`src/rtl/mmu_req_arbiter.sv`:
```
// Merges fetch and load/store requests into the MMU's single request channel and
// routes in-order 64-bit responses back to the issuing port via a small tag FIFO.
module mmu_req_arbiter #(
  parameter int unsigned P_TAG_DEPTH   = 8,
  parameter int unsigned P_TAG_DEPTH_N = 3
) (
  input  logic        iCLOCK,
  input  logic        inRESET,
  input  logic        iRESET_SYNC,
  input  logic [1:0]  iSYSREG_MOD,
  input  logic [2:0]  iSYSREG_MMUPS,
  input  logic [31:0] iSYSREG_PDT,
  input  logic        iINST_REQ,
  input  logic [31:0] iINST_ADDR,
  output logic        oINST_LOCK,
  input  logic        iLDST_REQ,
  output logic        oLDST_LOCK,
  input  logic        iLDST_DATA_STORE_ACK,
  input  logic [1:0]  iLDST_ORDER,
  input  logic [3:0]  iLDST_MASK,
  input  logic        iLDST_RW,
  input  logic [31:0] iLDST_ADDR,
  input  logic [31:0] iLDST_DATA,
  output logic        oLOGIC_REQ,
  input  logic        iLOGIC_LOCK,
  output logic        oLOGIC_DATA_STORE_ACK,
  output logic [1:0]  oLOGIC_MOD,
  output logic [2:0]  oLOGIC_MMUPS,
  output logic [31:0] oLOGIC_PDT,
  output logic [1:0]  oLOGIC_ORDER,
  output logic [3:0]  oLOGIC_MASK,
  output logic        oLOGIC_RW,
  output logic [31:0] oLOGIC_ADDR,
  output logic [31:0] oLOGIC_DATA,
  input  logic        iRESP_VALID,
  input  logic [63:0] iRESP_DATA,
  output logic        oRESP_LOCK,
  output logic        oINST_VALID,
  output logic [63:0] oINST_DATA,
  input  logic        iINST_BUSY,
  output logic        oLDST_VALID,
  output logic [63:0] oLDST_DATA,
  input  logic        iLDST_BUSY,
  output logic        oRESP_ORPHAN
);

  localparam int unsigned PTR_W = P_TAG_DEPTH_N + 1;
  localparam int unsigned IDX_W = P_TAG_DEPTH_N;

  typedef struct packed {
    logic        dsa;
    logic [1:0]  mod;
    logic [2:0]  mmups;
    logic [31:0] pdt;
    logic [1:0]  order;
    logic [3:0]  mask;
    logic        rw;
    logic [31:0] addr;
    logic [31:0] data;
  } req_t;

  logic                   req_valid_q, req_valid_d;
  req_t                   req_q, req_d;
  logic                   last_grant_q, last_grant_d;
  logic [P_TAG_DEPTH-1:0] tag_q, tag_d;
  logic [PTR_W-1:0]       wr_ptr_q, wr_ptr_d;
  logic [PTR_W-1:0]       rd_ptr_q, rd_ptr_d;
  logic                   orphan_q, orphan_d;

  logic fifo_empty, fifo_full, accept_ok;
  logic grant_inst, grant_ldst, acc_inst, acc_ldst;
  logic push, pop, head_tag, head_busy;

  // Arbitration and acceptance; a losing port only sees lock when the other port is requesting.
  assign fifo_empty = (wr_ptr_q == rd_ptr_q);
  assign fifo_full  = (wr_ptr_q[PTR_W-1] != rd_ptr_q[PTR_W-1]) &&
                      (wr_ptr_q[IDX_W-1:0] == rd_ptr_q[IDX_W-1:0]);
  assign accept_ok  = (!req_valid_q || !iLOGIC_LOCK) && !fifo_full;
  assign grant_inst = !iLDST_REQ || last_grant_q;
  assign grant_ldst = !iINST_REQ || !last_grant_q;
  assign oINST_LOCK = !accept_ok || !grant_inst;
  assign oLDST_LOCK = !accept_ok || !grant_ldst;
  assign acc_inst   = iINST_REQ && !oINST_LOCK;
  assign acc_ldst   = iLDST_REQ && !oLDST_LOCK;
  assign push       = acc_inst || (acc_ldst && (!iLDST_RW || iLDST_DATA_STORE_ACK));

  // Response steering from the FIFO head, zero latency.
  assign head_tag    = tag_q[rd_ptr_q[IDX_W-1:0]];
  assign head_busy   = head_tag ? iLDST_BUSY : iINST_BUSY;
  assign oRESP_LOCK  = !fifo_empty && head_busy;
  assign pop         = iRESP_VALID && !oRESP_LOCK && !fifo_empty;
  assign oINST_VALID = iRESP_VALID && !fifo_empty && !head_tag;
  assign oLDST_VALID = iRESP_VALID && !fifo_empty && head_tag;
  assign oINST_DATA  = iRESP_DATA;
  assign oLDST_DATA  = iRESP_DATA;

  always_comb begin
    req_valid_d  = req_valid_q;
    req_d        = req_q;
    last_grant_d = last_grant_q;
    tag_d        = tag_q;
    wr_ptr_d     = wr_ptr_q;
    rd_ptr_d     = rd_ptr_q;
    orphan_d     = iRESP_VALID && fifo_empty;

    if (req_valid_q && !iLOGIC_LOCK) begin
      req_valid_d = 1'b0;
    end

    if (acc_inst || acc_ldst) begin
      req_valid_d  = 1'b1;
      last_grant_d = acc_ldst;
      req_d.mod    = iSYSREG_MOD;
      req_d.mmups  = iSYSREG_MMUPS;
      req_d.pdt    = iSYSREG_PDT;
      if (acc_inst) begin
        req_d.dsa   = 1'b0;
        req_d.order = 2'h2;
        req_d.mask  = 4'hf;
        req_d.rw    = 1'b0;
        req_d.addr  = iINST_ADDR;
        req_d.data  = 32'h0;
      end else begin
        req_d.dsa   = iLDST_DATA_STORE_ACK;
        req_d.order = iLDST_ORDER;
        req_d.mask  = iLDST_MASK;
        req_d.rw    = iLDST_RW;
        req_d.addr  = iLDST_ADDR;
        req_d.data  = iLDST_DATA;
      end
    end

    if (push) begin
      tag_d[wr_ptr_q[IDX_W-1:0]] = acc_ldst;
      wr_ptr_d = wr_ptr_q + PTR_W'(1);
    end
    if (pop) begin
      rd_ptr_d = rd_ptr_q + PTR_W'(1);
    end

    // Synchronous clear drops the held request and every outstanding tag.
    if (iRESET_SYNC) begin
      req_valid_d  = 1'b0;
      req_d        = '0;
      last_grant_d = 1'b1;
      tag_d        = '0;
      wr_ptr_d     = '0;
      rd_ptr_d     = '0;
      orphan_d     = 1'b0;
    end
  end

  always_ff @(posedge iCLOCK or negedge inRESET) begin
    if (!inRESET) begin
      req_valid_q  <= 1'b0;
      req_q        <= '0;
      last_grant_q <= 1'b1;
      tag_q        <= '0;
      wr_ptr_q     <= '0;
      rd_ptr_q     <= '0;
      orphan_q     <= 1'b0;
    end else begin
      req_valid_q  <= req_valid_d;
      req_q        <= req_d;
      last_grant_q <= last_grant_d;
      tag_q        <= tag_d;
      wr_ptr_q     <= wr_ptr_d;
      rd_ptr_q     <= rd_ptr_d;
      orphan_q     <= orphan_d;
    end
  end

  assign oLOGIC_REQ            = req_valid_q;
  assign oLOGIC_DATA_STORE_ACK = req_q.dsa;
  assign oLOGIC_MOD            = req_q.mod;
  assign oLOGIC_MMUPS          = req_q.mmups;
  assign oLOGIC_PDT            = req_q.pdt;
  assign oLOGIC_ORDER          = req_q.order;
  assign oLOGIC_MASK           = req_q.mask;
  assign oLOGIC_RW             = req_q.rw;
  assign oLOGIC_ADDR           = req_q.addr;
  assign oLOGIC_DATA           = req_q.data;
  assign oRESP_ORPHAN          = orphan_q;

endmodule
```
`config.mk`:
```
export PLATFORM = sky130hd
export DESIGN_NAME = mmu_req_arbiter
export DESIGN_NICKNAME = d
export VERILOG_FILES = /design/src/rtl/mmu_req_arbiter.sv
export SDC_FILE = /design/constraint.sdc
export NUM_CORES = 1
export LEC_CHECK = 0
export ABC_AREA = 1
export CAP_MARGIN = 40
export CORE_AREA = 2 2 176 178
export DETAILED_ROUTE_END_ITERATION = 16
export DIE_AREA = 0 0 178 180
export GPL_TIMING_DRIVEN = 0
export PLACE_DENSITY = 0.58
export SYNTH_ARGS = -nofsm -noshare
export SYNTH_HDL_FRONTEND = slang
export SYNTH_SLANG_ARGS = --single-unit
```
`constraint.sdc`:
```
create_clock -name iCLOCK -period 4.31 [get_ports iCLOCK]
set_clock_uncertainty 0.1 [all_clocks]
set_input_delay 0.862 -clock iCLOCK [delete_from_list [all_inputs] [get_ports iCLOCK]]
set_output_delay 0.862 -clock iCLOCK [all_outputs]
set_load 0.01 [all_outputs]
```
==> impl.org <==
** Run status
- The run finished with clean final reports.

** Route
- The detail route stage leaves a number of antenna-violating nets equal to 0.
- Overall routed net length :: 27400 um
- Initial DRT Pass Iterations :: 4
- DRC violations left :: 0
- Number of vias per cell after detailed routing :: 4.22
- Vias after detailed routing :: 7191
- In the final routed layout, each cell accounts on average for 16.1 um.
- Initial DRC Count :: 335

** STA
- Derived from the worst setup path, the maximum achievable clock frequency is 281 MHz.
- In the finished design, the share of the clock period the worst path needs comes to 0.827.
- Max_slew headroom :: 0.558
- Slew Viols, Final :: 0
- Adding up every negative setup slack in the final design gives 0 ps.
- Min Clock Period, post-route :: 3560 ps
- Final hold analysis gives a worst-case slack of 290 ps.
- The final count of hold timing violations is 0.
- Slew at the pin closest to its max-slew limit :: 655 ps
- Final setup violation count :: 0
- Setup repair after global routing left no endpoint under its margin.

** Logic synthesis
- Syn Area/Cell :: 7.91 um^2
- When the netlist entered floorplanning its net count stood at 1100.
- For this run, the register share of the synthesized area comes to 0.458.
- The synthesized design contains 128 register bits.
- In this run the cell area of the synthesized design comes to 6990 um^2.
- Mapped Cells :: 884
- The Yosys step of the flow raised 0 warnings.
- Unique cell type count in the Yosys netlist :: 25

** GRT
- The number of global-route vias before repair is 7333.
- The number of antenna violations at the first check in global routing is 0.
- For this run, the total global-route usage over all layers was measured as 0.168.
- Summed over all layers, the global routing overflow is 0.
- Global-route wire length before repair :: 41700 um
- Pin count of the biggest net entering global routing :: 79

** Placement
- Placed instance area :: 11500 um^2
- Buffers placed on the I/O ports in this run total 393.
- Last weighted congestion value of the routability-driven placer :: 0.805
- Post-detailed-placement half-perimeter wirelength :: 21700 um

** Critical path
- Path type of the worst setup path :: reg2out
- Grouping stages by cell kind, the critical path spends the most delay in compound AO/OA/AOI/OAI gates.
- The critical path starts at rd_ptr_q[1].
- For this run, the slowest stage of the critical path takes 550 ps.
- Worst flop-to-flop path startpoint :: rd_ptr_q[1]
- Counting cells, the worst reg-to-reg path comes to 8.
- CP Cell Sequence :: clkbuf_2 > o21ai_0 > o211ai_1 > nand2_1 > o21ai_0 > nor2_1 > clkdlybuf4s50_1
- Cell depth of the worst setup path :: 7
- The critical path contains buffers and inverters numbering 2 combined.
- At the worst endpoint, the arrival time is 2600 ps.
- STA classifies the critical path endpoint as an output pin.
- In this run the register-to-register setup slack is 1900 ps.
- The endpoint identified for the worst register-to-register timing path is oLOGIC_DATA[20].
- Cell occurring most often along the worst timing path :: sky130_fd_sc_hd__o21ai_0
- Of all nets on the critical path, the largest fanout is 7.
- For the worst setup path, the data required time is 3350 ps.
- STA classifies the critical path startpoint as a flop.
- Cell with the largest stage delay on the worst path :: sky130_fd_sc_hd__o21ai_0

** Clock tree
- Number of resized instances in the post-cts repair step :: 0
- After clock tree synthesis, the flow added hold-fix buffers numbering 0.
- The root buffer cell chosen for the clock tree is sky130_fd_sc_hd__clkbuf_16.
- After clock tree synthesis, the clock-pin slew on the worst setup and hold paths is 70 ps.
- TritonCTS clock tree :: done
- Clock sink total :: 128
- Clock tree synthesis inserted a total of 17 buffers.
- Number of setup buffers added after CTS :: 0
- Clock latency of the later-clocked register in the worst-skew pair :: 410 ps
- Number of H-tree levels :: 4
- Counting along the longest clock path gives a buffer depth of 2.

** Final layout
- The final layout contains 1513 nets.
- Synth-to-Final Area Change :: 71.9%
- N_diodes :: 0
- Final core utilization :: 0.398
- In the final layout, the share of cells above drive strength 1 is 0.158.
- After routing the design area is 12000 um^2.

** Power and ir drop
- Clk pwr share :: 0.361
- Of the total power, registers draw 0.354.
- Internal :: 0.00271 W
- In this run the power density over the cells is 321 nW/um^2.
- In this run the power spent charging and discharging nets is 0.00115 W.
- The worst-case IR drop observed on VDD is 0.220 mV.
- For this design the static power due to leakage is 5.74 nW.
- Total power :: 0.00386 W
- Of the total power, the share spent switching nets is 0.298.
- Logic pwr share :: 0.284

** Floorplanning
- The die is 178 um wide.
- Area of the core :: 30200 um^2
- Y dimension of the die :: 180 um
- The floorplan has 64 rows.
- The floorplan step defined a die boundary enclosing 32000 um^2.
- For this configuration, the core starts out at a cell density of 0.232.
- 458 I/O pins were placed.

** Flow run
- Across the run, the number of max-cap violations was 0.

** Worst hold path
- The tightest min-delay check is of the in2async type.
power groups by stage:
stage / combinational, W / clock, W / sequential, W
floorplan: 0.000427 / 0 / 0.00142
global placement: 0.00111 / 0 / 0.00139
detailed placement: 0.00111 / 0 / 0.00139
CTS: 0.00112 / 0.00144 / 0.00137
global route: 0.00120 / 0.00149 / 0.00138
finish: 0.00110 / 0.00140 / 0.00137
layout make-up:
cell class                 instances  area (um^2)
buffer                           180         1250
clock buffer                      20          457
clock inverter                    12          111
fill                            3137        18200
inverter                          20         75.1
multi-input combinational        556         2470
sequential                       128         3200
tap                              396          495
timing repair buffer             394         3960
cells by family (layout without fill, tap and decap cells):
kind of cell	after synthesis	count (layout)	synth area share
buffers and inverters	200	626	0.189
adders and majority gates	2	2	0.00358
and+or+nand+nor	496	496	0.303
xor gates and xnor gates	5	5	0.00733
AOI/OAI and AO/OA	53	53	0.0386
DFF	128	128	0.458
synthesized netlist by cell type:
cell                       instances  area [um^2]
sky130_fd_sc_hd__inv_2             4         15.0
sky130_fd_sc_hd__nand4_1           5         31.3
sky130_fd_sc_hd__buf_1             5         18.8
sky130_fd_sc_hd__nor4_1            1         6.26
sky130_fd_sc_hd__xor2_1            4         35.0
sky130_fd_sc_hd__clkbuf_1         14         52.6
sky130_fd_sc_hd__ha_1              2         25.0
sky130_fd_sc_hd__nand3_1         136          681
sky130_fd_sc_hd__o211ai_1          2         15.0
sky130_fd_sc_hd__nand4_4           3         63.8
sky130_fd_sc_hd__buf_4           131          983
sky130_fd_sc_hd__nand2_1         327         1230
sky130_fd_sc_hd__nor2_1           12         45.0
sky130_fd_sc_hd__nor3_1            8         40.0
sky130_fd_sc_hd__dfrtp_1         127         3180
sky130_fd_sc_hd__inv_1            16         60.1
sky130_fd_sc_hd__o21ai_1           3         15.0
sky130_fd_sc_hd__buf_2            22          110
sky130_fd_sc_hd__nand2_2           4         25.0
sky130_fd_sc_hd__dfstp_2           1         26.3
sky130_fd_sc_hd__xnor2_2           1         16.3
sky130_fd_sc_hd__buf_6             7         78.8
sky130_fd_sc_hd__o21ai_0          47          235
sky130_fd_sc_hd__a21oi_1           1         5.00
sky130_fd_sc_hd__clkbuf_2          1         5.00
state kept, by name (all words and copies together) (netlist names):
| name | flops |
|---|---|
| oLOGIC_ADDR | 32 |
| oLOGIC_DATA | 32 |
| oLOGIC_PDT | 32 |
| tag_q | 8 |
| oLOGIC_MASK | 4 |
| rd_ptr_q | 4 |
| wr_ptr_q | 4 |
| oLOGIC_MMUPS | 3 |
| oLOGIC_MOD | 2 |
| oLOGIC_ORDER | 2 |
| last_grant_q | 1 |
| oLOGIC_DATA_STORE_ACK | 1 |
| oLOGIC_REQ | 1 |
| oLOGIC_RW | 1 |
| oRESP_ORPHAN | 1 |
metal layers:
metal	vias up	routed length [um]	track usage
met5	-	0	0
met4	0	496	0.0449
met3	21	1930	0.0381
met2	286	13900	0.297
met1	3343	11100	0.203
li1	3541	-	-
worst reg2reg max path, cell delays in order, from the launching register on:
cell and delay [ps]:
sky130_fd_sc_hd__dfrtp_1 380, sky130_fd_sc_hd__clkbuf_2 180, sky130_fd_sc_hd__xnor2_2 250, sky130_fd_sc_hd__nand4_4 170
sky130_fd_sc_hd__nand4_4 210, sky130_fd_sc_hd__nand2_2 100, sky130_fd_sc_hd__nand2_2 200, sky130_fd_sc_hd__clkbuf_1 470
sky130_fd_sc_hd__o21ai_0 190
worst max-delay path by stage:
stage | slack (ps) | to
2_1_floorplan | 1920 | oRESP_LOCK
3_3_place_gp | -3390 | oLOGIC_ADDR[2]
3_5_place_dp | 840 | oINST_VALID
4_1_cts | 710 | oRESP_LOCK
5_1_grt | 450 | oRESP_LOCK
6_report | 750 | oRESP_LOCK
stage by stage:
step / setup slack, ps / std cells
floorplan: 1920 / 884
global placement: -3390 / 1673
detailed placement: 837 / 1674
CTS: 713 / 1706
global route: 448 / 1706
finish: 745 / 1706
layout by cell type (no fill, tap or decap):
cell / instances
sky130_fd_sc_hd__a21oi_1: 1
sky130_fd_sc_hd__buf_1: 5
sky130_fd_sc_hd__buf_16: 1
sky130_fd_sc_hd__buf_2: 22
sky130_fd_sc_hd__buf_4: 131
sky130_fd_sc_hd__buf_6: 8
sky130_fd_sc_hd__bufinv_16: 1
sky130_fd_sc_hd__clkbuf_1: 15
sky130_fd_sc_hd__clkbuf_16: 17
sky130_fd_sc_hd__clkbuf_2: 1
sky130_fd_sc_hd__clkbuf_8: 2
sky130_fd_sc_hd__clkdlybuf4s50_1: 392
sky130_fd_sc_hd__clkinv_2: 3
sky130_fd_sc_hd__clkinv_4: 4
sky130_fd_sc_hd__clkinvlp_4: 3
sky130_fd_sc_hd__dfrtp_1: 127
sky130_fd_sc_hd__dfstp_2: 1
sky130_fd_sc_hd__ha_1: 2
sky130_fd_sc_hd__inv_1: 16
sky130_fd_sc_hd__inv_2: 4
sky130_fd_sc_hd__inv_6: 1
sky130_fd_sc_hd__nand2_1: 327
sky130_fd_sc_hd__nand2_2: 4
sky130_fd_sc_hd__nand3_1: 136
sky130_fd_sc_hd__nand4_1: 5
sky130_fd_sc_hd__nand4_4: 3
sky130_fd_sc_hd__nor2_1: 12
sky130_fd_sc_hd__nor3_1: 8
sky130_fd_sc_hd__nor4_1: 1
sky130_fd_sc_hd__o211ai_1: 2
sky130_fd_sc_hd__o21ai_0: 47
sky130_fd_sc_hd__o21ai_1: 3
sky130_fd_sc_hd__xnor2_2: 1
sky130_fd_sc_hd__xor2_1: 4
Note: power is estimated with default switching activity, not from simulation.
